## config.mk

```make
export PLATFORM = sky130hd
export DESIGN_NAME = mmio_fifo_csr
export DESIGN_NICKNAME = d
export VERILOG_FILES = /design/src/rtl/mmio_fifo_csr.sv
export SDC_FILE = /design/constraint.sdc
export NUM_CORES = 1
export LEC_CHECK = 0
export BUFFER_PORTS_ARGS = -buffer_cell sky130_fd_sc_hd__buf_2
export CORE_MARGIN = 3
export CORE_UTILIZATION = 60
export DETAILED_ROUTE_END_ITERATION = 7
export GPL_TIMING_DRIVEN = 1
export MAX_ROUTING_LAYER = met4
export PLACE_DENSITY_LB_ADDON = 0.2
export SLEW_MARGIN = 30
export SYNTH_ARGS = -nofsm -noshare
export SYNTH_HDL_FRONTEND = slang
export SYNTH_SLANG_ARGS = --single-unit
```

## constraint.sdc

```tcl
create_clock -name clk -period 5.1 [get_ports clk]
set_input_delay 0.255 -clock clk [delete_from_list [all_inputs] [get_ports clk]]
set_output_delay 0.255 -clock clk [all_outputs]
set_load 0.02 [all_outputs]
```

## src/rtl/mmio_fifo_csr.sv

```systemverilog
// mmio_fifo_csr: host-visible CSR block fronting a circular FIFO.
//
// Register map (mmio_addr in 4-byte units):
//   0x0000 DFH, 0x0002 AFU_ID[63:0], 0x0004 AFU_ID[127:64], 0x0006/0x0008 read 0
//   BASE+0 DATA     write pushes, read pops head (0 and underflow when empty)
//   BASE+2 STATUS   [15:0] count, [16] empty, [17] full, [18] overflow, [19] underflow
//   BASE+4 CONTROL  bit0 flush, bit1 clear stickies (write-only, reads 0)
//   BASE+6 PEEK     head entry without pop, 0 when empty
//   BASE+8 SCRATCH  64-bit read/write
//
// Ports:
//   clk, rst           clock (rising edge), asynchronous active-high reset
//   mmio_wr_valid      one-cycle write strobe
//   mmio_rd_valid      one-cycle read strobe (ignored if a write occurs in the same cycle)
//   mmio_addr          shared read/write address
//   mmio_wdata         write data
//   mmio_rd_tid        read transaction ID, echoed on rsp_tid
//   rsp_valid          read response strobe, exactly one cycle after the read strobe
//   rsp_tid, rsp_data  response TID and data; hold their value between responses
module mmio_fifo_csr #(
  parameter int unsigned   DATA_W    = 64,
  parameter int unsigned   DEPTH     = 16,
  parameter logic [15:0]   BASE_ADDR = 16'h0020,
  parameter logic [127:0]  AFU_ID    = 128'h0
) (
  input  logic        clk,
  input  logic        rst,
  input  logic        mmio_wr_valid,
  input  logic        mmio_rd_valid,
  input  logic [15:0] mmio_addr,
  input  logic [63:0] mmio_wdata,
  input  logic [8:0]  mmio_rd_tid,
  output logic        rsp_valid,
  output logic [8:0]  rsp_tid,
  output logic [63:0] rsp_data
);

  localparam int unsigned AW = $clog2(DEPTH);
  localparam int unsigned CW = AW + 1;

  localparam logic [CW-1:0] DepthCount = CW'(DEPTH);

  localparam logic [63:0] DfhValue = {4'b0001, 8'b0, 4'b0, 7'b0, 1'b1, 24'b0, 4'b0, 12'b0};

  localparam logic [15:0] AddrDfh     = 16'h0000;
  localparam logic [15:0] AddrIdLo    = 16'h0002;
  localparam logic [15:0] AddrIdHi    = 16'h0004;
  localparam logic [15:0] AddrData    = BASE_ADDR;
  localparam logic [15:0] AddrStatus  = BASE_ADDR + 16'd2;
  localparam logic [15:0] AddrControl = BASE_ADDR + 16'd4;
  localparam logic [15:0] AddrPeek    = BASE_ADDR + 16'd6;
  localparam logic [15:0] AddrScratch = BASE_ADDR + 16'd8;

  logic [DATA_W-1:0] mem [DEPTH];

  logic [AW-1:0] wr_ptr_q, wr_ptr_d;
  logic [AW-1:0] rd_ptr_q, rd_ptr_d;
  logic [CW-1:0] count_q, count_d;
  logic          ovf_q, ovf_d;
  logic          unf_q, unf_d;
  logic [63:0]   scratch_q, scratch_d;
  logic          rsp_valid_q, rsp_valid_d;
  logic [8:0]    rsp_tid_q, rsp_tid_d;
  logic [63:0]   rsp_data_q, rsp_data_d;

  logic          wr_en, rd_en, push_en;
  logic          empty, full;
  logic [63:0]   head_ext;
  logic [63:0]   status_word;

  always_comb begin
    wr_ptr_d    = wr_ptr_q;
    rd_ptr_d    = rd_ptr_q;
    count_d     = count_q;
    ovf_d       = ovf_q;
    unf_d       = unf_q;
    scratch_d   = scratch_q;
    rsp_valid_d = 1'b0;
    rsp_tid_d   = rsp_tid_q;
    rsp_data_d  = rsp_data_q;
    push_en     = 1'b0;

    empty = (count_q == '0);
    full  = (count_q == DepthCount);

    // A write in the same cycle as a read wins; the read is dropped entirely.
    wr_en = mmio_wr_valid;
    rd_en = mmio_rd_valid & ~mmio_wr_valid;

    head_ext = '0;
    if (!empty) begin
      head_ext[DATA_W-1:0] = mem[rd_ptr_q];
    end

    // Built from registered state only, so a STATUS read sees the pre-action view.
    status_word         = '0;
    status_word[CW-1:0] = count_q;
    status_word[16]     = empty;
    status_word[17]     = full;
    status_word[18]     = ovf_q;
    status_word[19]     = unf_q;

    if (wr_en) begin
      case (mmio_addr)
        AddrData: begin
          if (full) begin
            ovf_d = 1'b1;
          end else begin
            push_en  = 1'b1;
            wr_ptr_d = wr_ptr_q + AW'(1);
            count_d  = count_q + CW'(1);
          end
        end
        AddrControl: begin
          if (mmio_wdata[0]) begin
            wr_ptr_d = '0;
            rd_ptr_d = '0;
            count_d  = '0;
          end
          if (mmio_wdata[1]) begin
            ovf_d = 1'b0;
            unf_d = 1'b0;
          end
        end
        AddrScratch: scratch_d = mmio_wdata;
        default: ;
      endcase
    end

    if (rd_en) begin
      rsp_valid_d = 1'b1;
      rsp_tid_d   = mmio_rd_tid;
      case (mmio_addr)
        AddrDfh:     rsp_data_d = DfhValue;
        AddrIdLo:    rsp_data_d = AFU_ID[63:0];
        AddrIdHi:    rsp_data_d = AFU_ID[127:64];
        AddrData: begin
          rsp_data_d = head_ext;
          if (empty) begin
            unf_d = 1'b1;
          end else begin
            rd_ptr_d = rd_ptr_q + AW'(1);
            count_d  = count_q - CW'(1);
          end
        end
        AddrStatus:  rsp_data_d = status_word;
        AddrPeek:    rsp_data_d = head_ext;
        AddrScratch: rsp_data_d = scratch_q;
        default:     rsp_data_d = '0;
      endcase
    end
  end

  // Storage is intentionally not reset or cleared on flush.
  always_ff @(posedge clk) begin
    if (push_en) begin
      mem[wr_ptr_q] <= mmio_wdata[DATA_W-1:0];
    end
  end

  always_ff @(posedge clk or posedge rst) begin
    if (rst) begin
      wr_ptr_q    <= '0;
      rd_ptr_q    <= '0;
      count_q     <= '0;
      ovf_q       <= 1'b0;
      unf_q       <= 1'b0;
      scratch_q   <= '0;
      rsp_valid_q <= 1'b0;
      rsp_tid_q   <= '0;
      rsp_data_q  <= '0;
    end else begin
      wr_ptr_q    <= wr_ptr_d;
      rd_ptr_q    <= rd_ptr_d;
      count_q     <= count_d;
      ovf_q       <= ovf_d;
      unf_q       <= unf_d;
      scratch_q   <= scratch_d;
      rsp_valid_q <= rsp_valid_d;
      rsp_tid_q   <= rsp_tid_d;
      rsp_data_q  <= rsp_data_d;
    end
  end

  assign rsp_valid = rsp_valid_q;
  assign rsp_tid   = rsp_tid_q;
  assign rsp_data  = rsp_data_q;

endmodule

```

==> impl_metrics.json <==
{
  "dr_total_vias": 23261,
  "tightest_slew_ns": 0.974,
  "dp_hpwl_um": 55900,
  "fin_crit_sh_pct": 68.9,
  "setup_viol": 0,
  "cts_sinks": 1177,
  "cts_tree": "built",
  "use_met1_pct": 36.6,
  "use_met2_pct": 41.8,
  "cpPeakStageDelay_ns": 0.70,
  "track_usage_pct": 26.4,
  "hp-class": "input pin to flip-flop",
  "overflow": 0,
  "synth_top_family_by_area": "multiplexers",
  "die-height_um": 282,
  "path_buf_inv": 2,
  "place_congestion": 0.779,
  "synth_xor_area_share_pct": 0.0384,
  "fin_tns_setup_ns": 0,
  "drc_errors": 0,
  "timing.fmax_mhz": 285,
  "synth-edff-count": 1024,
  "antenna_found_initial": 1,
  "regArea_um2": 34600,
  "drive_above_1_share_pct": 29.7,
  "synthAdderAreaFrac_pct": 0.192,
  "fin_nets": 2617,
  "yosysWarnings": 0,
  "first_global_vias": 24268,
  "cp_slowest_cell": "nor2_4",
  "numCtsBuffers": 113,
  "cts_resized": 0,
  "setup_ws_ns": 1.59,
  "synth-simple-area-share_pct": 2.76,
  "rsz0062_at_grt": "no",
  "path_cells": "inv_1 -> ha_1 -> nand4bb_1 -> nand2_1 -> nor3_2 -> nand3b_1 -> nor2_4 -> buf_12",
  "syn-cell-area_um2": 45700,
  "ioPinCount": 167,
  "cp.required_ns": 5.42,
  "clockBufferDepth": 3,
  "worstSkewPairLatency_ns": 0.67,
  "drtIter0Drc": 2575,
  "placementRows": 100,
  "synth_compound_area_share_pct": 4.43,
  "crit_type": "flip-flop to flip-flop",
  "synth_ff_type": "edfxtp_1",
  "skew_ns": 0.0197,
  "grt.busiest_layer": "met2",
  "post-route-min-period_ns": 3.51,
  "cts_hold_buffers": 75,
  "synth_most_common_cell": "edfxtp_1",
  "fill_cells": 4500,
  "status": "complete, no violations",
  "crit_start": "count_q[0]",
  "hold_violations": 0,
  "cap_violations": 0,
  "cts_setup_buffers": 0,
  "post-place-ws_ns": 1.46,
  "wl_um": 99200,
  "die_w_um": 282,
  "syn2layout_area_growth_pct": 14.8,
  "grtUsageMet3_pct": 4.17,
  "holdCritStartpoint": "mmio_wdata[0]",
  "slew_headroom_pct": 35.0,
  "synthesis.nets": 2340,
  "synthArstFlopShare_pct": 13.0,
  "synthMuxAreaShare_pct": 15.4,
  "root_buffer": "clkbuf_16",
  "drt-vias-per-instance": 6.48,
  "synthCells": 2240,
  "avgSynthCellArea_um2": 20.4,
  "peakVddDrop_mv": 0.297,
  "cpLargestDelayFamily": "simple AND/OR/NAND/NOR gates",
  "crit_path_start_kind": "flip-flop",
  "post_drt_wl_per_cell_um": 27.6,
  "core_um2": 74900,
  "yosysTopAreaCell": "edfxtp_1",
  "multi_input_area_um2": 10500,
  "synthTopCellsByArea": "edfxtp_1 67%, mux4_2 12%, dfrtp_1 8.4%",
  "r2r-start": "count_q[0]",
  "grt_max_degree": 109,
  "worstPathArrival_ns": 3.84,
  "slew_violations": 0,
  "grt_pass1_wl_um": 151000,
  "h-tree-depth": 3,
  "yosysSeqAreaShare_pct": 75.7,
  "dieArea_um2": 79500,
  "ys_types": 63,
  "p_per_area_nw_per_um2": 370,
  "synth-seq-cells": 1177,
  "worst-path-max-fanout": 46,
  "ys_top_cells_by_count": "1024 x edfxtp_1, 247 x mux4_2, 153 x dfrtp_1",
  "drtAntennaViolNets": 0,
  "io_buffers": 166,
  "drt_first_pass_iters": 5,
  "start_util_pct": 60.9,
  "clkSlewWorstSetupHoldPaths_ns": 0.06,
  "yosys.area.top_type_share_pct": 67.3,
  "p_leak_uw": 0.0172,
  "crit_path_end_kind": "flip-flop"
}
-- power by group --
part	total (uW)	internal, uW	switching, uW
clock	8610	5130	3480
sequential	10500	10500	4.63
combinational	293	79.9	213
-- through the flow --
stage,cells,total power [uW],area (um2),hold WS (ns),utilization [%]
floorplan,2240,10700,45700,0.354,-
CTS,3585,19500,52400,0.00487,69.9
finish,3587,19400,52400,0.0566,69.9
global route,3586,19900,52400,0.0446,69.9
detailed placement,3295,10900,47700,0.458,63.7
global placement,3291,10900,47600,0.449,63.5
-- kinds of logic after synthesis --
| kind of cell | after synthesis |
|---|---|
| mux | 385 |
| buf+inv | 142 |
| flops | 1177 |
| simple gates | 234 |
| xor+xnor | 2 |
| compound gates | 293 |
| fa+ha+maj | 7 |
-- flip-flops by register name (all words and copies together) (netlist names) --
name       count
rsp_tid        9
count_q        5
ovf_q          1
rsp_valid      1
scratch_q     64
unf_q          1
rd_ptr_q       4
rsp_data      64
wr_ptr_q       4
mem         1024
-- area by class of cell --
type / instances / area share, %
flip-flops and latches: 1177 / 66.0
multi-input cells: 921 / 20.1
clock buffers: 160 / 6.18
repair buffers: 292 / 4.07
well taps: 969 / 2.31
clock inverters: 55 / 1.28
inverters: 12 / 0.100
diodes: 1 / 0.00477
-- final timing paths --
path	end	slack, ns	cells after the start
min reg2reg	rsp_data[56]	0.48	2
min in group asynchronous	rsp_data[63]	0.24	3
max in group asynchronous	scratch_q[36]	3.65	4
max reg2reg	mem[8][31]	1.59	8
min	mem[11][0]	0.06	1
max	mem[8][31]	1.59	8
-- per-layer routing --
metal | wire, um | vias up
li1 | - | 9802
met1 | 39500 | 12281
met2 | 49600 | 1023
met3 | 7980 | 155
met4 | 2120 | 0
met5 | 0 | -
-- cells in the final DEF (no fill, tap or decap), types with 4 or more instances in the layout --
cell | netlist | final
nand2b_1 | 13 | 12
inv_1 | 12 | 11
nor2_4 | 0 | 4
o22ai_1 | 4 | 4
a32oi_1 | 9 | 9
nand3_1 | 25 | 25
buf_2 | 46 | 166
clkinv_8 | 0 | 4
edfxtp_1 | 1024 | 1024
nand2_1 | 116 | 115
mux2i_1 | 59 | 59
dfrtp_1 | 153 | 149
o21ai_0 | 56 | 56
buf_4 | 1 | 38
nor2_1 | 17 | 13
buf_12 | 0 | 8
dfrtp_4 | 0 | 4
a22oi_1 | 106 | 106
clkbuf_16 | 0 | 116
clkbuf_8 | 0 | 17
and2_4 | 0 | 12
bufinv_16 | 0 | 14
clkinv_1 | 0 | 9
o221ai_1 | 9 | 9
dlygate4sd3_1 | 0 | 75
and2_1 | 22 | 9
mux2_2 | 79 | 79
ha_1 | 7 | 7
a21oi_1 | 13 | 13
a22oi_2 | 11 | 11
a221oi_1 | 11 | 11
mux4_2 | 247 | 247
o21ai_1 | 54 | 54
clkinv_2 | 0 | 24
clkbuf_1 | 60 | 27
and3_1 | 4 | 4
(Power assumes the default switching activity.)
